### src/rtl/instr_fetch_queue.sv
// instr_fetch_queue: PC generator plus DEPTH-entry instruction FIFO; define IFQ_BYPASS_EN for a same-cycle empty-queue bypass
module instr_fetch_queue #(
  parameter int          DEPTH    = 4,
  parameter logic [31:0] RESET_PC = 32'h0000_0000
) (
  input  logic                       clk,
  input  logic                       rst,
  output logic [31:0]                imem_addr,
  input  logic [31:0]                imem_rdata,
  input  logic                       redirect_en,
  input  logic [31:0]                redirect_pc,
  output logic                       out_valid,
  output logic [31:0]                out_instr,
  output logic [31:0]                out_pc,
  input  logic                       out_ready,
  output logic [$clog2(DEPTH+1)-1:0] count
);
  localparam int AW = $clog2(DEPTH);
  localparam int CW = $clog2(DEPTH+1);
  localparam logic [CW-1:0] FULL = CW'(DEPTH);
  logic [31:0]   pc_q;
  logic [31:0]   instr_mem [DEPTH];
  logic [31:0]   pc_mem [DEPTH];
  logic [AW-1:0] rd_ptr, wr_ptr;
  logic [CW-1:0] cnt;
  logic          q_valid, pop, push, byp, byp_take;
  assign q_valid = cnt != '0;
  assign pop     = q_valid && out_ready;
`ifdef IFQ_BYPASS_EN
  assign byp      = rst && !q_valid && !redirect_en;
  assign byp_take = byp && out_ready;
`else
  assign byp      = 1'b0;
  assign byp_take = 1'b0;
`endif
  assign push      = !redirect_en && !byp_take && (cnt < FULL || pop);
  assign imem_addr = pc_q;
  assign count     = cnt;
  assign out_valid = q_valid || byp;
  assign out_instr = q_valid ? instr_mem[rd_ptr] : imem_rdata;
  assign out_pc    = q_valid ? pc_mem[rd_ptr] : pc_q;
  // FIFO storage: write the fetched word and its address at the tail
  always_ff @(posedge clk)
    if (push) begin
      instr_mem[wr_ptr] <= imem_rdata;
      pc_mem[wr_ptr]    <= pc_q;
    end
  // Control: fetch PC, pointers and occupancy; redirect flushes and reloads
  always_ff @(posedge clk)
    if (!rst) begin
      pc_q   <= RESET_PC;
      rd_ptr <= '0;
      wr_ptr <= '0;
      cnt    <= '0;
    end else begin
      pc_q   <= redirect_en ? (redirect_pc & 32'hFFFF_FFFC) : pc_q + ((push || byp_take) ? 32'd4 : 32'd0);
      rd_ptr <= redirect_en ? '0 : rd_ptr + AW'(pop);
      wr_ptr <= redirect_en ? '0 : wr_ptr + AW'(push);
      cnt    <= redirect_en ? '0 : cnt + CW'(push) - CW'(pop);
    end
endmodule

### config.mk
export PLATFORM = sky130hd
export DESIGN_NAME = instr_fetch_queue
export DESIGN_NICKNAME = d
export VERILOG_FILES = /design/src/rtl/instr_fetch_queue.sv
export SDC_FILE = /design/constraint.sdc
export NUM_CORES = 1
export LEC_CHECK = 0
export BUFFER_PORTS_ARGS = -buffer_cell sky130_fd_sc_hd__buf_2
export CORE_MARGIN = 2
export CORE_UTILIZATION = 57
export CTS_CLUSTER_SIZE = 24
export DETAILED_ROUTE_END_ITERATION = 12
export PLACE_DENSITY = 0.79
export SYNTH_ARGS = -nofsm -noshare
export SYNTH_HDL_FRONTEND = slang
export SYNTH_SLANG_ARGS = --single-unit
### constraint.sdc
create_clock -name clk -period 7.8 [get_ports clk]
set_input_delay 0.78 -clock clk [delete_from_list [all_inputs] [get_ports clk]]
set_output_delay 0.78 -clock clk [all_outputs]
set_load 0.005 [all_outputs]
==> results of run 1 <==
==> through the flow <==
stage / cells / hold WS, ns
final: 1097 / 0.470
after CTS: 1097 / 0.448
after global routing: 1097 / 0.460
after global placement: 1044 / 0.507
after detailed placement: 1044 / 0.525
after floorplan: 649 / 0.504
==> cell usage in the layout, fill, tap and decap left out, types with 3 or more instances in the layout <==
master                      Yosys  layout
sky130_fd_sc_hd__a211oi_1       4       4
sky130_fd_sc_hd__a21oi_1        7       7
sky130_fd_sc_hd__a311oi_1       3       3
sky130_fd_sc_hd__a31oi_1       10      10
sky130_fd_sc_hd__and3_1         6       5
sky130_fd_sc_hd__and4_1         4       4
sky130_fd_sc_hd__buf_2          9     161
sky130_fd_sc_hd__buf_4          4       5
sky130_fd_sc_hd__clkbuf_1      22      11
sky130_fd_sc_hd__clkbuf_16      0      29
sky130_fd_sc_hd__clkbuf_8       0       6
sky130_fd_sc_hd__clkinv_2       0       5
sky130_fd_sc_hd__conb_1         1       4
sky130_fd_sc_hd__dfxtp_1       37      35
sky130_fd_sc_hd__edfxtp_1     248     248
sky130_fd_sc_hd__ha_1           5       5
sky130_fd_sc_hd__inv_1          6       6
sky130_fd_sc_hd__mux2_2        59      59
sky130_fd_sc_hd__mux4_2        62      62
sky130_fd_sc_hd__nand2_1       17      17
sky130_fd_sc_hd__nand2b_1       3       3
sky130_fd_sc_hd__nand3_1       13      13
sky130_fd_sc_hd__nand4_1        9       9
sky130_fd_sc_hd__nor2_1         9       8
sky130_fd_sc_hd__nor2b_1        5       5
sky130_fd_sc_hd__nor3_1         8       8
sky130_fd_sc_hd__nor4_1         4       4
sky130_fd_sc_hd__o211a_1        4       4
sky130_fd_sc_hd__o21ai_0       26      26
sky130_fd_sc_hd__o31ai_1        8       8
sky130_fd_sc_hd__or4_1         10      10
sky130_fd_sc_hd__xnor2_1        8       8
sky130_fd_sc_hd__xor2_1         8       8
==> registers in the layout, indices dropped and copies added, names as in the netlist <==
register   flops
wr_ptr         2
imem_addr     30
rd_ptr         2
pc_mem       120
count          3
instr_mem    128
==> area by class of cell <==
| class | instances | area share |
|---|---|---|
| Clock buffer | 46 | 0.0621 |
| Clock inverter | 7 | 0.00430 |
| Inverter | 6 | 0.00165 |
| Multi-Input combinational cell | 317 | 0.246 |
| Sequential cell | 285 | 0.599 |
| Tap cell | 270 | 0.0247 |
| Timing Repair Buffer | 166 | 0.0617 |
==> kinds of logic after synthesis <==
logic type	share of synthesized area
DFF	0.698
buffers and inverters	0.0180
adders and majority gates	0.00704
xor gates and xnor gates	0.0119
muxes	0.177
AOI/OAI and AO/OA	0.0365
other	0.000320
and+or+nand+nor	0.0508
==> where the power goes <==
group | internal [µW] | leakage (µW) | total [µW] | switching (µW)
logic | 141 | 0.00170 | 275 | 134
clock network | 773 | 0.000449 | 1310 | 536
registers | 1710 | 0.00260 | 1760 | 43.2
==> how the worst min path moves through the flow <==
stage | to | slack (ns) | depth (start not counted)
floorplan | pc_mem[0][17] | 0.50 | 0
global placement | pc_mem[2][30] | 0.51 | 0
detailed placement | pc_mem[2][30] | 0.53 | 0
CTS | imem_addr[6] | 0.45 | 2
global route | imem_addr[6] | 0.46 | 2
finish | imem_addr[6] | 0.47 | 2
==> layer usage <==
metal / part of all wire / global-route usage / vias to the layer above
met3: 0.068 / 0.0426 / 40
met2: 0.50 / 0.368 / 262
met1: 0.42 / 0.311 / 3393
li1: - / - / 2955
met5: 0 / 0 / -
met4: 0.016 / 0.0611 / 0
==> impl_results.html, run 1 <==
<table>
<tr><th>Metric</th><th>Value</th></tr>
<tr><th colspan="2">Run status</th></tr>
<tr><td>Outcome</td><td>finished, final reports clean</td></tr>
<tr><th colspan="2">Synth</th></tr>
<tr><td>Cell variety after synth</td><td>48</td></tr>
<tr><td>Post-synthesis sequential element count</td><td>approximately 290</td></tr>
<tr><td>Yosys top cell by area</td><td>sky130_fd_sc_hd__edfxtp_1</td></tr>
<tr><td>Gate Count Post-Synth</td><td>646</td></tr>
<tr><td>Most frequently used flop master after synthesis</td><td>sky130_fd_sc_hd__edfxtp_1</td></tr>
<tr><td>Cells taking the most area after synthesis</td><td>sky130_fd_sc_hd__edfxtp_1 63%, sky130_fd_sc_hd__mux4_2 12%, sky130_fd_sc_hd__dfxtp_1 6.3%</td></tr>
<tr><td>Fraction of post-synthesis cell area in the top cell type by area</td><td>0.635</td></tr>
<tr><td>Most frequent cells after synthesis</td><td>248 x sky130_fd_sc_hd__edfxtp_1, 62 x sky130_fd_sc_hd__mux4_2, 59 x sky130_fd_sc_hd__mux2_2, 37 x sky130_fd_sc_hd__dfxtp_1, 26 x sky130_fd_sc_hd__o21ai_0</td></tr>
<tr><td>Share of flip-flops with an asynchronous set or reset</td><td>0</td></tr>
<tr><td>Average instance area after synthesis</td><td>~18 µm²</td></tr>
<tr><td>Sequential cell area fraction in the yosys report</td><td>0.698</td></tr>
<tr><td>Synth warn</td><td>0</td></tr>
<tr><td>EDFF count, synth</td><td>248</td></tr>
<tr><td>Cell area after synthesis</td><td>11700 µm²</td></tr>
<tr><td>Most common cell in the synthesized netlist</td><td>sky130_fd_sc_hd__edfxtp_1</td></tr>
<tr><th colspan="2">Finish</th></tr>
<tr><td>FILL cells</td><td>roughly 1.4k</td></tr>
<tr><td>Final layout net count</td><td>879</td></tr>
<tr><td>Multi-input combinational cell area</td><td>about 3400 µm²</td></tr>
<tr><td>Area taken by flip-flops and latches</td><td>between 8000 and 9000 µm²</td></tr>
<tr><td>Share of final-layout standard cells stronger than drive strength 1</td><td>0.415</td></tr>
<tr><td>Diode insertion count for antenna repair</td><td>0</td></tr>
<tr><td>Area growth syn-to-layout</td><td>16.6%</td></tr>
<tr><td>Area of all placed cells without fillers</td><td>approximately 14000 µm²</td></tr>
<tr><td>Final core occ</td><td>0.676</td></tr>
<tr><th colspan="2">Clocking</th></tr>
<tr><td>Clock transition at the register clock pins on the worst setup and hold paths after CTS</td><td>0.06 ns</td></tr>
<tr><td>Clock root cell</td><td>sky130_fd_sc_hd__clkbuf_16</td></tr>
<tr><td>Number of buffers created by CTS</td><td>29</td></tr>
<tr><td>Clk sinks</td><td>285</td></tr>
<tr><td>Number of hold buffers added after CTS</td><td>0</td></tr>
<tr><td>Total of cells resized after clock tree synthesis</td><td>0</td></tr>
<tr><td>H-tree depth</td><td>1</td></tr>
<tr><td># Post-CTS Setup Buffers</td><td>0</td></tr>
<tr><td>Max Buffers Root-to-Sink</td><td>3</td></tr>
<tr><td>Clock tree from TritonCTS</td><td>built</td></tr>
<tr><td>Skew-Pair Late Insertion Delay</td><td>roughly 0.54 ns</td></tr>
<tr><th colspan="2">Critical path</th></tr>
<tr><td>Critical setup path kind</td><td>register to output pin</td></tr>
<tr><td>R2r startpoint</td><td>count[2]</td></tr>
<tr><td>Worst setup slack for register-to-register paths</td><td>about 4.7 ns</td></tr>
<tr><td>Crit path buffers/inverters</td><td>2</td></tr>
<tr><td>Capture point of the worst reg-to-reg path</td><td>imem_addr[18]</td></tr>
<tr><td>Critical path data arrival time</td><td>~3.0 ns</td></tr>
<tr><td>Worst endpoint required time</td><td>approximately 7.0 ns</td></tr>
<tr><td>Delay of the slowest cell on the worst path</td><td>between 0.7 and 0.8 ns</td></tr>
<tr><td>Worst setup startpoint</td><td>rd_ptr[0]</td></tr>
<tr><td>Series of cell instances along the critical path</td><td>buf_4, mux4_2, mux2_2, buf_2</td></tr>
<tr><td>Reg2reg path depth</td><td>7</td></tr>
<tr><td>Stages on the worst setup path</td><td>4</td></tr>
<tr><td>Largest delay contributor family on the critical path</td><td>buffers and inverters</td></tr>
<tr><td>Worst Path Max Fanout</td><td>45</td></tr>
<tr><td>End of the critical path</td><td>out_instr[4]</td></tr>
<tr><td>Critical path capture point type</td><td>output pin</td></tr>
<tr><td>Critical Path Slowest Stage Cell</td><td>sky130_fd_sc_hd__buf_4</td></tr>
<tr><td>Startpoint type of the worst setup path</td><td>register</td></tr>
<tr><th colspan="2">STA</th></tr>
<tr><td>Slew at the pin closest to its max-slew limit</td><td>roughly 1.2 ns</td></tr>
<tr><td>Fmax</td><td>0.265 GHz</td></tr>
<tr><td>Total of endpoints with negative setup slack in the final report</td><td>0</td></tr>
<tr><td>RSZ-0062 raised after global routing</td><td>no</td></tr>
<tr><td>Final Worst Setup Slack</td><td>a little over 4 ns</td></tr>
<tr><td>Pins Over Slew Limit</td><td>0</td></tr>
<tr><td>Post-Route Setup TNS</td><td>0 ns</td></tr>
<tr><td>Final critical delay including setup and external delays</td><td>3.77 ns</td></tr>
<tr><td>Maximum clock skew at final layout</td><td>around 0.011 ns</td></tr>
<tr><td>Share of the clock period used by the worst path</td><td>0.484</td></tr>
<tr><td>Final Hold Viols</td><td>0</td></tr>
<tr><td>Relative slew slack</td><td>0.208</td></tr>
<tr><th colspan="2">Detailed routing</th></tr>
<tr><td>Antenna viol nets, final</td><td>0</td></tr>
<tr><td>Number of optimization iterations in the first detailed-route pass</td><td>5</td></tr>
<tr><td>Total number of vias</td><td>~6.7k</td></tr>
<tr><td>WL final</td><td>about 24000 µm</td></tr>
<tr><td>Vias per Instance</td><td>6.06</td></tr>
<tr><td>Routed length per instance</td><td>around 22 µm</td></tr>
<tr><td>First DRT Iteration DRCs</td><td>around 570</td></tr>
<tr><td>Drt drc</td><td>0</td></tr>
<tr><th colspan="2">GRT</th></tr>
<tr><td>Number of antenna violations at the first check in global routing</td><td>0</td></tr>
<tr><td>Total GRT Usage</td><td>0.223</td></tr>
<tr><td>Global-route wire length before repair</td><td>37600 µm</td></tr>
<tr><td>Via count of the first global-routing pass</td><td>6847</td></tr>
<tr><td>Grt ovf</td><td>0</td></tr>
<tr><td>Largest net degree at the start of global routing</td><td>approximately 70</td></tr>
<tr><th colspan="2">Placement</th></tr>
<tr><td>Number of buffers inserted by port buffering</td><td>around 160</td></tr>
<tr><td>Placer Congestion</td><td>0.824</td></tr>
<tr><td>Placed instance area</td><td>12800 µm²</td></tr>
<tr><td>DP Worst Slack</td><td>3.99 ns</td></tr>
<tr><td>Detailed Place HPWL</td><td>~14000 µm</td></tr>
<tr><th colspan="2">Worst hold path</th></tr>
<tr><td>Hold crit path type</td><td>input port to register</td></tr>
<tr><td>Startpoint of the lowest-slack hold path</td><td>redirect_pc[6]</td></tr>
<tr><th colspan="2">Die</th></tr>
<tr><td>Number of placement rows</td><td>52</td></tr>
<tr><td>Starting utilization of the core area</td><td>0.580</td></tr>
<tr><td>Die height</td><td>~150 µm</td></tr>
<tr><td>Number of top-level pins</td><td>about 170</td></tr>
<tr><td>Core box area</td><td>between 20000 and 25000 µm²</td></tr>
<tr><td>Horizontal extent of the die</td><td>147 µm</td></tr>
<tr><td>Full die area</td><td>between 20000 and 25000 µm²</td></tr>
<tr><th colspan="2">Pwr</th></tr>
<tr><td>Power per cell area</td><td>between 200 and 250 nW/µm²</td></tr>
<tr><td>Post-layout total power</td><td>3340 µW</td></tr>
<tr><td>Worst ir drop on vdd</td><td>roughly 0.14 mV</td></tr>
<tr><td>Leak</td><td>0.00475 µW</td></tr>
<tr><th colspan="2">Job</th></tr>
<tr><td># Max-Cap Violations</td><td>0</td></tr>
</table>
Note: power is estimated with default switching activity, not from simulation.
==> run 2: changes to the inputs <==
Clock period 7.8 ns to 3.8 ns, I/O delays scaled along.
==> impl_results.html, run 2 (synthesized netlist as in run 1, its figures left out) <==
<table>
<tr><th>Metric</th><th>Value</th></tr>
<tr><th colspan="2">Run status</th></tr>
<tr><td>Outcome</td><td>finished, final reports clean (unchanged)</td></tr>
<tr><th colspan="2">Placement</th></tr>
<tr><td>DP Worst Slack</td><td>0.840 ns (was 3.99 ns)</td></tr>
<tr><td>Placer Congestion</td><td>0.850 (was 0.824)</td></tr>
<tr><td>Detailed Place HPWL</td><td>14400 µm (was 14100 µm)</td></tr>
<tr><td>Number of buffers inserted by port buffering</td><td>161 (unchanged)</td></tr>
<tr><th colspan="2">Clocking</th></tr>
<tr><td>Number of hold buffers added after CTS</td><td>0 (unchanged)</td></tr>
<tr><td>Clk sinks</td><td>285 (unchanged)</td></tr>
<tr><td>Skew-Pair Late Insertion Delay</td><td>0.53 ns (was 0.54 ns)</td></tr>
<tr><td>Total of cells resized after clock tree synthesis</td><td>0 (unchanged)</td></tr>
<tr><td># Post-CTS Setup Buffers</td><td>0 (unchanged)</td></tr>
<tr><td>H-tree depth</td><td>1 (unchanged)</td></tr>
<tr><td>Number of buffers created by CTS</td><td>28 (was 29)</td></tr>
<tr><td>Clock root cell</td><td>sky130_fd_sc_hd__clkbuf_16 (unchanged)</td></tr>
<tr><td>Max Buffers Root-to-Sink</td><td>3 (unchanged)</td></tr>
<tr><td>Clock transition at the register clock pins on the worst setup and hold paths after CTS</td><td>0.06 ns (about the same)</td></tr>
<tr><td>Clock tree from TritonCTS</td><td>built (unchanged)</td></tr>
<tr><th colspan="2">Detailed routing</th></tr>
<tr><td>Routed length per instance</td><td>22.1 µm (about the same)</td></tr>
<tr><td>Number of optimization iterations in the first detailed-route pass</td><td>5 (unchanged)</td></tr>
<tr><td>Total number of vias</td><td>6613 (was 6650)</td></tr>
<tr><td>Vias per Instance</td><td>6.01 (was 6.06)</td></tr>
<tr><td>Drt drc</td><td>0 (unchanged)</td></tr>
<tr><td>First DRT Iteration DRCs</td><td>462 (was 565)</td></tr>
<tr><td>WL final</td><td>24300 µm (about the same)</td></tr>
<tr><td>Antenna viol nets, final</td><td>0 (unchanged)</td></tr>
<tr><th colspan="2">Finish</th></tr>
<tr><td>Number of flip-flops under the largest register name</td><td>128 (unchanged)</td></tr>
<tr><td>Most common cell after layout, fill and taps aside</td><td>sky130_fd_sc_hd__edfxtp_1 (unchanged)</td></tr>
<tr><td>Final layout net count</td><td>881 (was 879)</td></tr>
<tr><td>Share of final-layout standard cells stronger than drive strength 1</td><td>0.421 (was 0.415)</td></tr>
<tr><td>FILL cells</td><td>1359 (was 1378)</td></tr>
<tr><td>Register bank with the most flops</td><td>instr_mem (unchanged)</td></tr>
<tr><td>Area growth syn-to-layout</td><td>17.1% (was 16.6%)</td></tr>
<tr><td>Commonest cells after routing, fill and taps aside</td><td>248 x sky130_fd_sc_hd__edfxtp_1, 161 x sky130_fd_sc_hd__buf_2, 62 x sky130_fd_sc_hd__mux4_2, 59 x sky130_fd_sc_hd__mux2_2, 35 x sky130_fd_sc_hd__dfxtp_1 (unchanged)</td></tr>
<tr><td>Final core occ</td><td>0.679 (was 0.676)</td></tr>
<tr><th colspan="2">Die</th></tr>
<tr><td>Horizontal extent of the die</td><td>147 µm (unchanged)</td></tr>
<tr><td>Full die area</td><td>21700 µm² (unchanged)</td></tr>
<tr><td>Die height</td><td>147 µm (unchanged)</td></tr>
<tr><td>Core box area</td><td>20200 µm² (unchanged)</td></tr>
<tr><td>Number of top-level pins</td><td>168 (unchanged)</td></tr>
<tr><td>Starting utilization of the core area</td><td>0.580 (unchanged)</td></tr>
<tr><td>Number of placement rows</td><td>52 (unchanged)</td></tr>
<tr><th colspan="2">STA</th></tr>
<tr><td>Final critical delay including setup and external delays</td><td>just over 3 ns</td></tr>
<tr><td>RSZ-0062 raised after global routing</td><td>no (unchanged)</td></tr>
<tr><td>Final Worst Setup Slack</td><td>0.753 ns (was 4.03 ns)</td></tr>
<tr><td>Post-Route Setup TNS</td><td>0 ns (unchanged)</td></tr>
<tr><td>Fmax</td><td>~0.33 GHz</td></tr>
<tr><td>Share of the clock period used by the worst path</td><td>0.802</td></tr>
<tr><td>Final Hold Viols</td><td>0 (unchanged)</td></tr>
<tr><td>Relative slew slack</td><td>0.234 (was 0.208)</td></tr>
<tr><td>Maximum clock skew at final layout</td><td>0.00869 ns (was 0.0108 ns)</td></tr>
<tr><td>Pins Over Slew Limit</td><td>0 (unchanged)</td></tr>
<tr><td>Total of endpoints with negative setup slack in the final report</td><td>0 (unchanged)</td></tr>
<tr><td>Slew at the pin closest to its max-slew limit</td><td>1.15 ns (was 1.19 ns)</td></tr>
<tr><th colspan="2">Critical path</th></tr>
<tr><td>Worst Path Max Fanout</td><td>39 (was 45)</td></tr>
<tr><td>Critical path capture point type</td><td>output pin (unchanged)</td></tr>
<tr><td>Critical setup path kind</td><td>register to output pin (unchanged)</td></tr>
<tr><td>Worst endpoint required time</td><td>3.42 ns (was 7.02 ns)</td></tr>
<tr><td>Startpoint type of the worst setup path</td><td>register (unchanged)</td></tr>
<tr><td>Critical path data arrival time</td><td>2.67 ns (was 2.99 ns)</td></tr>
<tr><th colspan="2">Pwr</th></tr>
<tr><td>Leak</td><td>0.00477 µW (was 0.00475 µW)</td></tr>
<tr><td>Post-layout total power</td><td>6890 µW (was 3340 µW)</td></tr>
<tr><td>Power per cell area</td><td>502 nW/µm² (was 244 nW/µm²)</td></tr>
<tr><td>Worst ir drop on vdd</td><td>0.360 mV (was 0.143 mV)</td></tr>
<tr><th colspan="2">GRT</th></tr>
<tr><td>Largest net degree at the start of global routing</td><td>64 (was 69)</td></tr>
<tr><td>Via count of the first global-routing pass</td><td>6909 (was 6847)</td></tr>
<tr><td>Grt ovf</td><td>0 (unchanged)</td></tr>
<tr><td>Global-route wire length before repair</td><td>37900 µm (was 37600 µm)</td></tr>
<tr><td>Number of antenna violations at the first check in global routing</td><td>0 (unchanged)</td></tr>
<tr><td>Total GRT Usage</td><td>0.225 (was 0.223)</td></tr>
<tr><th colspan="2">Job</th></tr>
<tr><td># Max-Cap Violations</td><td>0 (unchanged)</td></tr>
<tr><th colspan="2">Worst hold path</th></tr>
<tr><td>Hold crit path type</td><td>input port to register (unchanged)</td></tr>
</table>
-- run 2: cell count changes in the layout (fill, tap and decap cells not counted), sizes merged --
cell,change
bufinv,+2
clkbuf,-12
buf,+3
clkinvlp,+2
diode,+1
clkinv,+7
-- run 2: final timing paths --
check | cells past startpoint | from | end | slack [ns]
setup / recovery | 4 | rd_ptr[0] | out_pc[7] | 0.75
hold / removal | 2 | redirect_pc[6] | imem_addr[6] | 0.08
setup reg to reg | 8 | count[2] | imem_addr[18] | 0.95
hold reg to reg | 0 | imem_addr[30] | pc_mem[2][30] | 0.54
-- run 2: final cells by class --
type	instances	area (µm²)	share of cell area
multi-input cells	317	3370	0.246
clock inverters	18	170	0.0124
inverters	6	22.5	0.00164
repair buffers	169	891	0.0648
flip-flops and latches	285	8200	0.597
well taps	270	338	0.0246
diodes	1	2.50	0.000182
clock buffers	34	744	0.0542
-- run 2: metrics by stage --
step	hold WS, ns	instances	area [µm²]
floorplan	0.479	649	11800
global placement	0.505	1047	12800
detailed placement	0.531	1047	12800
CTS	0.0572	1099	13700
global route	0.0605	1099	13700
finish	0.0760	1100	13700
-- run 2: power breakdown --
group | internal, µW | switching [µW] | total (µW)
clock network | 1600 | 1120 | 2720
logic | 292 | 273 | 565
registers | 3520 | 90.3 | 3610
total | 5410 | 1480 | 6890
-- run 2: per-layer routing --
| metal | GRT usage | routed length, µm | vias up |
|---|---|---|---|
| met5 | 0 | 0 | - |
| met1 | 0.319 | 10300 | 3364 |
| li1 | - | - | 2964 |
| met4 | 0.0447 | 301 | 0 |
| met2 | 0.378 | 12000 | 254 |
| met3 | 0.0364 | 1710 | 31 |
-- run 2: worst max-delay path, cell delays in order, from the launching register on --
cell and delay, ns:
sky130_fd_sc_hd__dfxtp_4 0.71, sky130_fd_sc_hd__buf_12 0.37, sky130_fd_sc_hd__mux4_2 0.56, sky130_fd_sc_hd__mux2_2 0.30, sky130_fd_sc_hd__buf_2 0.13
